===== src/rtl/deser_pkg.sv =====
// rtl/deser_pkg.sv - shared FSM state and shift-direction encodings for word_deser
package deser_pkg;

  typedef enum logic [1:0] {
    ST_IDLE   = 2'd0,
    ST_SHIFT  = 2'd1,
    ST_PARITY = 2'd2
  } state_e;

  localparam logic DIR_LEFT  = 1'b0;
  localparam logic DIR_RIGHT = 1'b1;

endpackage


===== src/rtl/deser_out_slot.sv =====
// rtl/deser_out_slot.sv - single-entry output holding slot with accept, replace and sticky overflow
module deser_out_slot #(
  parameter int WIDTH = 4
) (
  input  logic             clk_i,
  input  logic             rst_ni,
  input  logic             load_i,
  input  logic [WIDTH-1:0] load_data_i,
  input  logic             load_perr_i,
  input  logic             ready_i,
  output logic [WIDTH-1:0] word_o,
  output logic             valid_o,
  output logic             perr_o,
  output logic             overflow_o
);

  logic [WIDTH-1:0] word_q;
  logic             valid_q;
  logic             perr_q;
  logic             ovf_q;
  logic             slot_free;

  // An accepting consumer frees the slot in the same cycle, allowing a back-to-back replace.
  assign slot_free = !valid_q || ready_i;

  always_ff @(posedge clk_i or negedge rst_ni) begin
    if (!rst_ni) begin
      word_q  <= '0;
      valid_q <= 1'b0;
      perr_q  <= 1'b0;
      ovf_q   <= 1'b0;
    end else if (load_i) begin
      if (slot_free) begin
        word_q  <= load_data_i;
        valid_q <= 1'b1;
        perr_q  <= load_perr_i;
      end else begin
        ovf_q   <= 1'b1;
      end
    end else if (valid_q && ready_i) begin
      valid_q <= 1'b0;
    end
  end

  assign word_o     = word_q;
  assign valid_o    = valid_q;
  assign perr_o     = perr_q;
  assign overflow_o = ovf_q;

endmodule


===== src/rtl/word_deser.sv =====
// rtl/word_deser.sv - serial bit to parallel word deserializer; WORD_DESER_PARITY_EN adds an even-parity frame bit
module word_deser
  import deser_pkg::*;
#(
  parameter int WIDTH = 4
) (
  input  logic             clk,
  input  logic             reset,
  input  logic             bit_in,
  input  logic             bit_valid,
  input  logic             dir,
  input  logic             flush,
  input  logic             word_ready,
  output logic [WIDTH-1:0] word_out,
  output logic             word_valid,
  output logic             overflow,
  output logic             parity_err
);

  localparam int CW = $clog2(WIDTH + 1);
  localparam logic [CW-1:0] LAST = CW'(WIDTH - 1);

  state_e           state_q;
  logic [CW-1:0]    cnt_q;
  logic [WIDTH-1:0] coll_q;
  logic             dir_q;

  logic             shift_dir;
  logic [WIDTH-1:0] coll_d;
  logic             done;
  logic [WIDTH-1:0] done_data;
  logic             done_perr;

  always_comb begin
    shift_dir = (state_q == ST_IDLE) ? dir : dir_q;
    coll_d    = (shift_dir == DIR_RIGHT) ? {bit_in, coll_q[WIDTH-1:1]}
                                         : {coll_q[WIDTH-2:0], bit_in};
`ifdef WORD_DESER_PARITY_EN
    done      = bit_valid && !flush && (state_q == ST_PARITY);
    done_data = coll_q;
    done_perr = (^coll_q) ^ bit_in;
`else
    done      = bit_valid && !flush && (state_q == ST_SHIFT) && (cnt_q == LAST);
    done_data = coll_d;
    done_perr = 1'b0;
`endif
  end

  always_ff @(posedge clk or negedge reset) begin
    if (!reset) begin
      state_q <= ST_IDLE;
      cnt_q   <= '0;
      coll_q  <= '0;
      dir_q   <= DIR_LEFT;
    end else if (flush) begin
      state_q <= ST_IDLE;
      cnt_q   <= '0;
      coll_q  <= '0;
    end else if (bit_valid) begin
      case (state_q)
        ST_IDLE: begin
          dir_q   <= dir;
          coll_q  <= coll_d;
          cnt_q   <= CW'(1);
          state_q <= ST_SHIFT;
        end
        ST_SHIFT: begin
          coll_q <= coll_d;
          if (cnt_q == LAST) begin
`ifdef WORD_DESER_PARITY_EN
            cnt_q   <= CW'(WIDTH);
            state_q <= ST_PARITY;
`else
            cnt_q   <= '0;
            coll_q  <= '0;
            state_q <= ST_IDLE;
`endif
          end else begin
            cnt_q <= cnt_q + CW'(1);
          end
        end
        default: begin
          cnt_q   <= '0;
          coll_q  <= '0;
          state_q <= ST_IDLE;
        end
      endcase
    end
  end

  deser_out_slot #(.WIDTH(WIDTH)) u_slot (
    .clk_i       (clk),
    .rst_ni      (reset),
    .load_i      (done),
    .load_data_i (done_data),
    .load_perr_i (done_perr),
    .ready_i     (word_ready),
    .word_o      (word_out),
    .valid_o     (word_valid),
    .perr_o      (parity_err),
    .overflow_o  (overflow)
  );

endmodule


===== config.mk =====
export PLATFORM = sky130hd
export DESIGN_NAME = word_deser
export DESIGN_NICKNAME = d
export VERILOG_FILES = /design/src/rtl/deser_pkg.sv /design/src/rtl/deser_out_slot.sv /design/src/rtl/word_deser.sv
export SDC_FILE = /design/constraint.sdc
export NUM_CORES = 1
export LEC_CHECK = 0
export CAP_MARGIN = 20
export CORE_UTILIZATION = 56
export CTS_BUF_LIST = sky130_fd_sc_hd__clkbuf_8
export DETAILED_ROUTE_END_ITERATION = 10
export PLACE_DENSITY = 0.95
export SLEW_MARGIN = 30
export SYNTH_ARGS = -nofsm -noshare
export SYNTH_HDL_FRONTEND = slang
export SYNTH_HIERARCHICAL = 1
export SYNTH_SLANG_ARGS = --single-unit

===== constraint.sdc =====
create_clock -name clk -period 4.28 [get_ports clk]
set_clock_uncertainty 0.1 [all_clocks]
set_input_delay 0.856 -clock clk [delete_from_list [all_inputs] [get_ports clk]]
set_output_delay 0.856 -clock clk [all_outputs]
set_load 0.01 [all_outputs]

==> results by group, run 1 <==
Setup path
  – Critical Path Start Type: input port
  – Crit path kind: input port to register
  – Worst EP arrival: 2310 ps
  – Crit end category: register
  – CP Max Fanout: 5
  – WP data required: 4310 ps

Outcome
  – Status: finished, final reports clean

Yosys
  – Cell Area, Synth: 732 sq um
  – Sequential area share after synthesis: 0.547
  – Flops & latches, synth: 16
  – Post-synth EDFFs: 0
  – Syn avg cell area: 13.8 sq um
  – Top post-synthesis cells by area: dfrtp_1, mux2_4, a32o_1
  – Synthesized instance count: 53
  – Ys async rst share: 1.00
  – Post-synth cell types: 22
  – Yosys top cell area share: 0.547
  – Syn nets: 61
  – Largest area contributor in the netlist: dfrtp_1
  – Synth Warn #: 6
  – Prevailing post-synth register cell: dfrtp_1

Timing
  – Final setup margin: 2000 ps
  – Setup-failing EPs final: 0
  – Clock period minus worst slack: 2280 ps
  – Fmax: 438 MHz
  – Hold Vio Cnt, Final: 0
  – Hold_ws: 375 ps
  – Max-slew violations: 0
  – Setup tns final: 0 ps
  – Slew Limit Headroom: 0.536
  – Fin crit share: 0.533
  – Slew of the pin with the lowest slew margin: 694 ps
  – RSZ-0062 raised after global routing: false

Finish
  – Layout cells sized above 1: 0.229
  – Fin area: 935 sq um
  – Area delta synth->final: 27.7%
  – Nets: 79
  – Diode count: 0

Global routing
  – Global route total overflow: 0
  – Number of global-route vias before repair: 490
  – Antenna violations before repair: 0
  – Largest net degree at the start of global routing: 17
  – All-layer global routing usage: 0.246
  – First-pass GRT wire length: 2.29 mm

Placement
  – GP Congestion: 0.789
  – Pre-CTS setup slack: 1800 ps
  – Buffers added on ports: 13
  – Placed wire-length estimate: 981 um
  – Placed cell areas: 880 sq um

Power and ir drop
  – Worst IR drop on VDD: 233 uV
  – PwrDens: 349 mW/mm^2
  – Leak: 0.434 nW

Routing
  – Post-route ant nets: 0
  – Wirelength per Cell: 17.5 um
  – DRT iter0 DRCs: 38
  – Pre-Repair DR Iteration Count: 4
  – Via count: 523
  – Routed WL: 1.47 mm
  – DRC viols: 0
  – Via density: 6.23

CTS
  – Clk_lat worst skew: 250 ps
  – Clock tree buffer depth: 2
  – CTS tree: yes
  – Htree depth: 1
  – Total of cells resized after clock tree synthesis: 0
  – Hold_buf cts: 0
  – Root Buffer: clkbuf_8
  – CTS clk-pin slew, worst paths: 60 ps
  – Setup Buffers After CTS: 0
  – Clk sinks: 16
  – Cts bufs inserted: 3

Floorplan
  – I/O pins: 14
  – Die H: 38.2 um
  – Core area: 0.00116 sq mm
  – Die area: 0.00146 sq mm
  – Initial Utilization: 0.633
  – FP Rows: 12
  – X dimension of the die: 38.2 um

Worst hold path
  – HP Class: register to register

Flow run
  – Max Cap Viol: 0
-- area by class of cell --
class | count | area, sq um
Sequential cell | 16 | 400
Multi-Input combinational cell | 35 | 324
Fill cell | 72 | 221
Timing Repair Buffer | 13 | 130
Clock buffer | 4 | 55.1
Tap cell | 14 | 17.5
Inverter | 2 | 7.51
-- state kept, by name, summed over array words and instances (netlist names) --
| name | count |
|---|---|
| cnt_q | 3 |
| coll_q | 4 |
| dir_q | 1 |
| state_q | 1 |
| u_slot/overflow_o | 1 |
| u_slot/perr_o | 1 |
| u_slot/valid_o | 1 |
| u_slot/word_o | 4 |
-- metal layers --
layer	routed length (um)	vias to the layer above	GRT usage	share of wire
met5	0	-	0	0
met1	562	258	0.290	0.38
met2	796	32	0.428	0.54
li1	-	229	-	-
met3	96	4	0.0523	0.065
met4	15	0	0.107	0.010
-- placed cells by master (no fill, tap or decap) --
master / count
mux2i_2: 1
inv_1: 2
o2111ai_1: 1
nor2b_1: 1
mux2_4: 6
a22o_1: 1
nor3b_1: 1
a21oi_1: 1
mux2_2: 3
nand3b_1: 1
ha_1: 1
dfrtp_1: 16
nand2b_4: 1
nor2_1: 2
nand2_4: 1
clkbuf_8: 4
o21bai_1: 1
o21ai_0: 1
a32o_1: 5
nand2b_1: 2
a21boi_0: 1
conb_1: 1
nand2_1: 3
clkdlybuf4s50_1: 13
-- worst max-delay path: stages --
cell and delay, ps:
clkdlybuf4s50_1 430, mux2i_2 340, mux2_2 410, mux2_4 270
-- final timing paths --
| check | to | cells after the start | startpoint | slack [ps] |
|---|---|---|---|---|
| max in group asynchronous | coll_q[1] | 1 | reset | 2710 |
| max | u_slot/word_o[0] | 4 | dir | 2000 |
| min reg2reg | u_slot/overflow_o | 1 | u_slot/overflow_o | 380 |
| min in group asynchronous | u_slot/valid_o | 1 | reset | 930 |
| min | u_slot/overflow_o | 1 | u_slot/overflow_o | 380 |
| max reg2reg | u_slot/perr_o | 5 | cnt_q[0] | 2470 |
-- cell usage after synthesis, types with 2 or more instances --
cell and number:
dfrtp_1 16, mux2_4 6, a32o_1 5, mux2_2 3, nand2_1 3, inv_1 2, nand2b_1 2, nor2_1 2
-- through the flow --
step	power (mW)	instances	utilization
final	0.326	84	0.808
after global placement	0.194	80	0.761
after detailed placement	0.195	80	0.761
after floorplan	0.180	53	-
after CTS	0.328	84	0.808
after global routing	0.338	84	0.808
-- where the power goes --
group,switching (mW),internal [mW],total [mW]
logic,0.0154,0.0176,0.0330
registers,0.00503,0.157,0.162
clock network,0.0496,0.0815,0.131
-- kinds of logic (layout without fill, tap and decap cells) --
group,count (synthesis),in the layout,share of synthesized area
flip-flops,16,16,0.547
AO/OA/AOI/OAI,11,11,0.126
multiplexers,10,10,0.188
other,1,1,0.00512
AND/OR/NAND/NOR,12,12,0.106
adder cells (fa/ha/maj),1,1,0.0171
buffers and inverters,2,19,0.0103
Power figures use the tool's default switching activity.
==> run 2, diff against run 1 <==
--- a/config.mk
+++ b/config.mk
@@ -6,10 +6,10 @@
 export NUM_CORES = 1
 export LEC_CHECK = 0
 export CAP_MARGIN = 20
-export CORE_UTILIZATION = 56
+export CORE_UTILIZATION = 52
 export CTS_BUF_LIST = sky130_fd_sc_hd__clkbuf_8
 export DETAILED_ROUTE_END_ITERATION = 10
-export PLACE_DENSITY = 0.95
+export PLACE_DENSITY = 0.9
 export SLEW_MARGIN = 30
 export SYNTH_ARGS = -nofsm -noshare
 export SYNTH_HDL_FRONTEND = slang
==> constraint.sdc (replaced) <==
create_clock -name clk -period 2.22 [get_ports clk]
set_clock_uncertainty 0.1 [all_clocks]
set_input_delay 0.444 -clock clk [delete_from_list [all_inputs] [get_ports clk]]
set_output_delay 0.444 -clock clk [all_outputs]
set_load 0.01 [all_outputs]
==> run 2 against run 1 <==
Via count down 10%. Wire length decreased by 14%. Clock power increased by 96%. Sequential share of layout area shrank 0.40 points. Clock-buffer cell count unchanged. Register-to-register slack lost 2000 ps. Power increased by 93%. Sequential power rose by 92%. Critical path type unchanged.
==> results by group, run 2 (synthesis gave the netlist of run 1 again) <==
Outcome
  – Status: finished, final reports clean (unchanged)

Setup path
  – Worst EP arrival: 1870 ps (was 2310 ps)
  – Crit path max-delay cell type: clkdlybuf4s50_1 (unchanged)
  – Critical Path Start Type: input port (unchanged)
  – Crit path kind: input port to register (unchanged)
  – CP Max Fanout: 5 (unchanged)
  – Crit end category: register (unchanged)
  – CP peak stage delay: 420 ps (was 430 ps)
  – Critical-path cell list: clkdlybuf4s50_1 -> mux2i_2 -> mux2_2 -> mux2_4 (unchanged)
  – WP data required: 2250 ps (was 4310 ps)

Routing
  – Wirelength per Cell: 14.7 um (was 17.5 um)
  – Via density: 5.45 (was 6.23)
  – Via count: 469 (was 523)
  – Routed WL: 1.26 mm (was 1.47 mm)
  – DRC viols: 0 (unchanged)
  – Pre-Repair DR Iteration Count: 2 (was 4)
  – Post-route ant nets: 0 (unchanged)
  – DRT iter0 DRCs: 3 (was 38)

Timing
  – Max-slew violations: 0 (unchanged)
  – RSZ-0062 raised after global routing: false (unchanged)
  – Setup-failing EPs final: 0 (unchanged)
  – Setup tns final: 0 ps (unchanged)
  – Hold Vio Cnt, Final: 0 (unchanged)
  – Fmax: 544 MHz
  – Clock period minus worst slack: 1840 ps
  – Hold_ws: 373 ps (was 375 ps)
  – Fin crit share: 0.828

Finish
  – Nets: 80 (was 79)
  – Area delta synth->final: 28.9% (was 27.7%)
  – Diode count: 0 (unchanged)
  – Most frequent cells in the layout: dfrtp_1, clkdlybuf4s50_1, mux2_4 (unchanged)
  – Layout cells sized above 1: 0.239 (was 0.229)
  – Sequential Area: 400 sq um (unchanged)
  – Fin area: 943 sq um (was 935 sq um)
  – # fillers: 94 (was 72)
  – Multi-input logic area: 324 sq um (unchanged)
  – Commonest non-fill, non-tap cell in the layout: dfrtp_1 (unchanged)

CTS
  – Hold_buf cts: 0 (unchanged)
  – Setup Buffers After CTS: 0 (unchanged)
  – Clock tree buffer depth: 2 (unchanged)
  – Root Buffer: clkbuf_8 (unchanged)
  – Htree depth: 1 (unchanged)
  – CTS clk-pin slew, worst paths: 60 ps (about the same)
  – CTS tree: yes (unchanged)
  – Cts bufs inserted: 3 (unchanged)
  – Clk sinks: 16 (unchanged)
  – Total of cells resized after clock tree synthesis: 0 (unchanged)
  – Clk_lat worst skew: 250 ps (about the same)

Floorplan
  – FP Rows: 13 (was 12)
  – Die H: 39.5 um (was 38.2 um)
  – Core area: 0.00130 sq mm (was 0.00116 sq mm)
  – Die area: 0.00156 sq mm (was 0.00146 sq mm)
  – X dimension of the die: 39.5 um (was 38.2 um)
  – I/O pins: 14 (unchanged)
  – Initial Utilization: 0.563 (was 0.633)

Placement
  – Placed cell areas: 888 sq um (was 880 sq um)
  – Placed wire-length estimate: 898 um (was 981 um)
  – Buffers added on ports: 13 (unchanged)
  – GP Congestion: 0.793 (was 0.789)

Global routing
  – All-layer global routing usage: 0.200 (was 0.246)
  – Gr busiest metal: met2 (unchanged)
  – Antenna violations before repair: 0 (unchanged)
  – Number of global-route vias before repair: 451 (was 490)
  – Global route total overflow: 0 (unchanged)
  – GRT met3 Usage: 0.0511 (was 0.0523)
  – Grt met2 use: 0.328 (was 0.428)
  – Grt met1 use: 0.239 (was 0.290)
  – First-pass GRT wire length: 1.96 mm (was 2.29 mm)
  – Largest net degree at the start of global routing: 17 (unchanged)

Flow run
  – Max Cap Viol: 0 (unchanged)

Power and ir drop
  – Leak: 0.439 nW (was 0.434 nW)
  – PwrDens: 668 mW/mm^2 (was 349 mW/mm^2)
  – Worst IR drop on VDD: 428 uV (was 233 uV)

Worst hold path
  – HP Class: register to register (unchanged)
==> run 2: power breakdown <==
group / switching (mW) / total [mW] / internal [mW]
Clock: 0.0995 / 0.257 / 0.157
Sequential: 0.00911 / 0.311 / 0.302
Combinational: 0.0267 / 0.0617 / 0.0349
Total: 0.135 / 0.630 / 0.494
==> run 2: metal layers <==
layer	vias up	wire length, um
met5	-	0
met4	0	12
met3	2	27
met2	8	637
met1	227	585
li1	232	-
==> run 2: path summary, 6_finish.rpt <==
path                       slack (ps)         startpoint  cells after the start                 to
max in group asynchronous        1440              reset                      2   u_slot/word_o[1]
setup / recovery                  380                dir                      4   u_slot/word_o[2]
min in group asynchronous         400              reset                      2  u_slot/overflow_o
hold reg to reg                   370  u_slot/overflow_o                      1  u_slot/overflow_o
setup reg to reg                  450         state_q[0]                      3   u_slot/word_o[2]
hold / removal                    370  u_slot/overflow_o                      1  u_slot/overflow_o
==> run 2: worst max-delay path: cells and delay by family <==
| family | cells | cell delay (ps) |
|---|---|---|
| mux | 3 | 1010 |
| buf+inv | 1 | 420 |
==> run 2: final cells by class <==
class | instances | share of cell area
flip-flops and latches | 16 | 0.424
multi-input cells | 35 | 0.344
well taps | 15 | 0.0199
clock buffers | 4 | 0.0584
repair buffers | 14 | 0.146
inverters | 2 | 0.00796
==> run 2: stage by stage <==
| step | utilization | power [mW] | std cells | setup slack (ps) |
|---|---|---|---|---|
| floorplan | - | 0.348 | 53 | 607 |
| finish | 0.725 | 0.630 | 86 | 381 |
| CTS | 0.725 | 0.636 | 86 | 384 |
| detailed placement | 0.683 | 0.378 | 82 | 129 |
| global route | 0.725 | 0.656 | 86 | 346 |
| global placement | 0.683 | 0.375 | 82 | 179 |
==> run 3, diff against run 2 <==
--- a/config.mk
+++ b/config.mk
@@ -6,10 +6,10 @@
 export NUM_CORES = 1
 export LEC_CHECK = 0
 export CAP_MARGIN = 20
-export CORE_UTILIZATION = 52
+export CORE_UTILIZATION = 47
 export CTS_BUF_LIST = sky130_fd_sc_hd__clkbuf_8
 export DETAILED_ROUTE_END_ITERATION = 10
-export PLACE_DENSITY = 0.9
+export PLACE_DENSITY = 0.86
 export SLEW_MARGIN = 30
 export SYNTH_ARGS = -nofsm -noshare
 export SYNTH_HDL_FRONTEND = slang
==> constraint.sdc (replaced) <==
create_clock -name clk -period 1.5 [get_ports clk]
set_clock_uncertainty 0.1 [all_clocks]
set_input_delay 0.3 -clock clk [delete_from_list [all_inputs] [get_ports clk]]
set_output_delay 0.3 -clock clk [all_outputs]
set_load 0.01 [all_outputs]
==> run 3 against run 2 <==
Critical path type is now register to register. Global-route usage increased by 0.39 points. Core utilization grew 2.1 points. Clock power up 49%. Highest routed layer unchanged. Worst hold slack worse by 110 ps. The flow now finishes with violations (setup timing).
==> results by group, run 3 (synthesis gave the netlist of run 1 again) <==
Outcome
  – Status: finished, violations left (was finished, final reports clean)
  – Failing checks: setup timing

Setup path
  – Critical-path cell list: mux2i_4 -> mux2_4 -> a32o_1 (was clkdlybuf4s50_1 -> mux2i_2 -> mux2_2 -> mux2_4)
  – CP peak stage delay: 390 ps (was 420 ps)
  – WP data required: 1540 ps (was 2250 ps)
  – Critical Path Start Type: register (was input port)
  – R2R Setup Slk: -60 ps (was 450 ps)
  – Crit end category: register (unchanged)
  – Worst EP arrival: 1590 ps (was 1870 ps)
  – R2R cell count: 3 (unchanged)
  – Crit path kind: register to register (was input port to register)
  – Crit path max-delay cell type: dfrtp_2 (was clkdlybuf4s50_1)
  – CP Max Fanout: 5 (unchanged)

Worst hold path
  – HP Class: input port to asynchronous set/reset pin (was register to register)

Timing
  – Hold Vio Cnt, Final: 0 (unchanged)
  – Max-slew violations: 0 (unchanged)
  – Fmax: 642 MHz
  – RSZ-0062 raised after global routing: true (was false)
  – Fin crit share: 1.04
  – Setup-failing EPs final: 8 (was 0)
  – Final setup margin: -57.1 ps (was 381 ps)
  – Clock period minus worst slack: 1560 ps

Power and ir drop
  – Sequential Power Share: 0.479 (was 0.494)
  – Switching power: 0.212 mW (was 0.135 mW)
  – PnR Total Power: 0.960 mW (was 0.630 mW)
  – PwrDens: 942 mW/mm^2 (was 668 mW/mm^2)
  – Clock network fraction of total power: 0.400 (was 0.408)
  – Leak: 0.519 nW (was 0.439 nW)
  – Combinational cell fraction of total power: 0.122 (was 0.098)
  – Worst IR drop on VDD: 803 uV (was 428 uV)
  – Int Power: 0.748 mW (was 0.494 mW)
  – Net Sw Frac: 0.221 (was 0.215)

Floorplan
  – FP Rows: 13 (unchanged)
  – Die H: 41.5 um (was 39.5 um)
  – Die area: 0.00172 sq mm (was 0.00156 sq mm)
  – Initial Utilization: 0.536 (was 0.563)
  – I/O pins: 14 (unchanged)
  – Core area: 0.00137 sq mm (was 0.00130 sq mm)
  – X dimension of the die: 41.5 um (was 39.5 um)

CTS
  – Clk sinks: 16 (unchanged)
  – Clk_lat worst skew: 250 ps (about the same)
  – Root Buffer: clkbuf_8 (unchanged)
  – CTS clk-pin slew, worst paths: 60 ps (about the same)
  – Setup Buffers After CTS: 0 (unchanged)
  – Htree depth: 1 (unchanged)
  – CTS tree: yes (unchanged)
  – Cts bufs inserted: 3 (unchanged)
  – Clock tree buffer depth: 2 (unchanged)

Routing
  – Post-route ant nets: 0 (unchanged)
  – DRT iter0 DRCs: 8 (was 3)
  – Via count: 514 (was 469)
  – DRC viols: 0 (unchanged)
  – Pre-Repair DR Iteration Count: 4 (was 2)
  – Routed WL: 1.42 mm (was 1.26 mm)
  – Wirelength per Cell: 15.1 um (was 14.7 um)
  – Via density: 5.47 (was 5.45)

Finish
  – # fillers: 101 (was 94)
  – Commonest non-fill, non-tap cell in the layout: dfrtp_1 (unchanged)
  – Layout cells sized above 1: 0.354 (was 0.239)
  – Most frequent cells in the layout: dfrtp_1, mux2_4, buf_4 (was dfrtp_1, clkdlybuf4s50_1, mux2_4)
  – Area delta synth->final: 39.3% (was 28.9%)
  – Diode count: 0 (unchanged)
  – Nets: 88 (was 80)

Placement
  – Buffers added on ports: 13 (unchanged)
  – Pre-CTS setup slack: -348 ps (was 129 ps)
  – Placed wire-length estimate: 1.04 mm (was 898 um)
  – GP Congestion: 0.718 (was 0.793)

Global routing
  – First-pass GRT wire length: 2.57 mm (was 1.96 mm)
  – Antenna violations before repair: 0 (unchanged)
  – Global route total overflow: 0 (unchanged)
  – Largest net degree at the start of global routing: 17 (unchanged)
  – All-layer global routing usage: 0.204 (was 0.200)
  – Number of global-route vias before repair: 547 (was 451)

Flow run
  – Max Cap Viol: 0 (unchanged)
==> run 3: cell count changes in the layout (fill, tap and decap cells not counted), sizes merged <==
cell	delta
buf	+8
clkdlybuf4s50	-8
dlygate4sd2	+8
==> run 3: worst paths after layout <==
check                             startpoint           endpoint
max in group asynchronous              reset         state_q[0]
min in group clk           u_slot/overflow_o  u_slot/overflow_o
setup reg to reg                  state_q[0]          coll_q[1]
hold / removal                         reset     u_slot/valid_o
setup / recovery                  state_q[0]          coll_q[1]
hold reg to reg            u_slot/overflow_o  u_slot/overflow_o
==> run 3: timing repair <==
action | in CTS | in global routing
gates resized for setup | 8 | 2
pin swaps | 0 | 1
hold buffers | 0 | 0
setup endpoints to repair | 16 | 10
==> run 3: power groups by stage <==
stage / sequential, mW / combinational [mW] / clock [mW]
floorplan: 0.469 / 0.0558 / 0
global placement: 0.467 / 0.114 / 0
detailed placement: 0.468 / 0.117 / 0
CTS: 0.460 / 0.117 / 0.391
global route: 0.462 / 0.128 / 0.406
finish: 0.460 / 0.117 / 0.384
==> run 3: area by class of cell <==
cell class                 count  area, sq um  share of cell area
clock buffer                   4         55.1              0.0540
tap                           15         18.8              0.0184
multi-input combinational     35          349               0.342
inverter                       2         7.51             0.00736
sequential                    16          402               0.394
timing repair buffer          22          188               0.184
==> run 3: worst max-delay path: cells and delay by family, from the launching register on <==
family	cells	cell delay, ps
compound gates	1	270
mux	2	680
flops	1	390
==> run 3: through the flow <==
step           instances   util  TNS [ps]  hold WS (ps)  cell area (sq um)
3_5_place_dp          90  0.710     -3190           367                970
6_report              94  0.746      -296           261               1020
5_1_grt               94  0.746      -584           304               1020
4_1_cts               94  0.743      -323           261               1010
2_1_floorplan         53      -      -168         -95.6                753
3_3_place_gp          90  0.710     -3000           359                970
==> run 3: routing by layer <==
metal  global-route usage  vias to the layer above  routed length (um)
met1                0.228                      243                 569
li1                     -                      250                   -
met4                0.135                        0                  37
met2                0.356                       16                 755
met5                    0                        -                   0
met3               0.0304                        5                  62
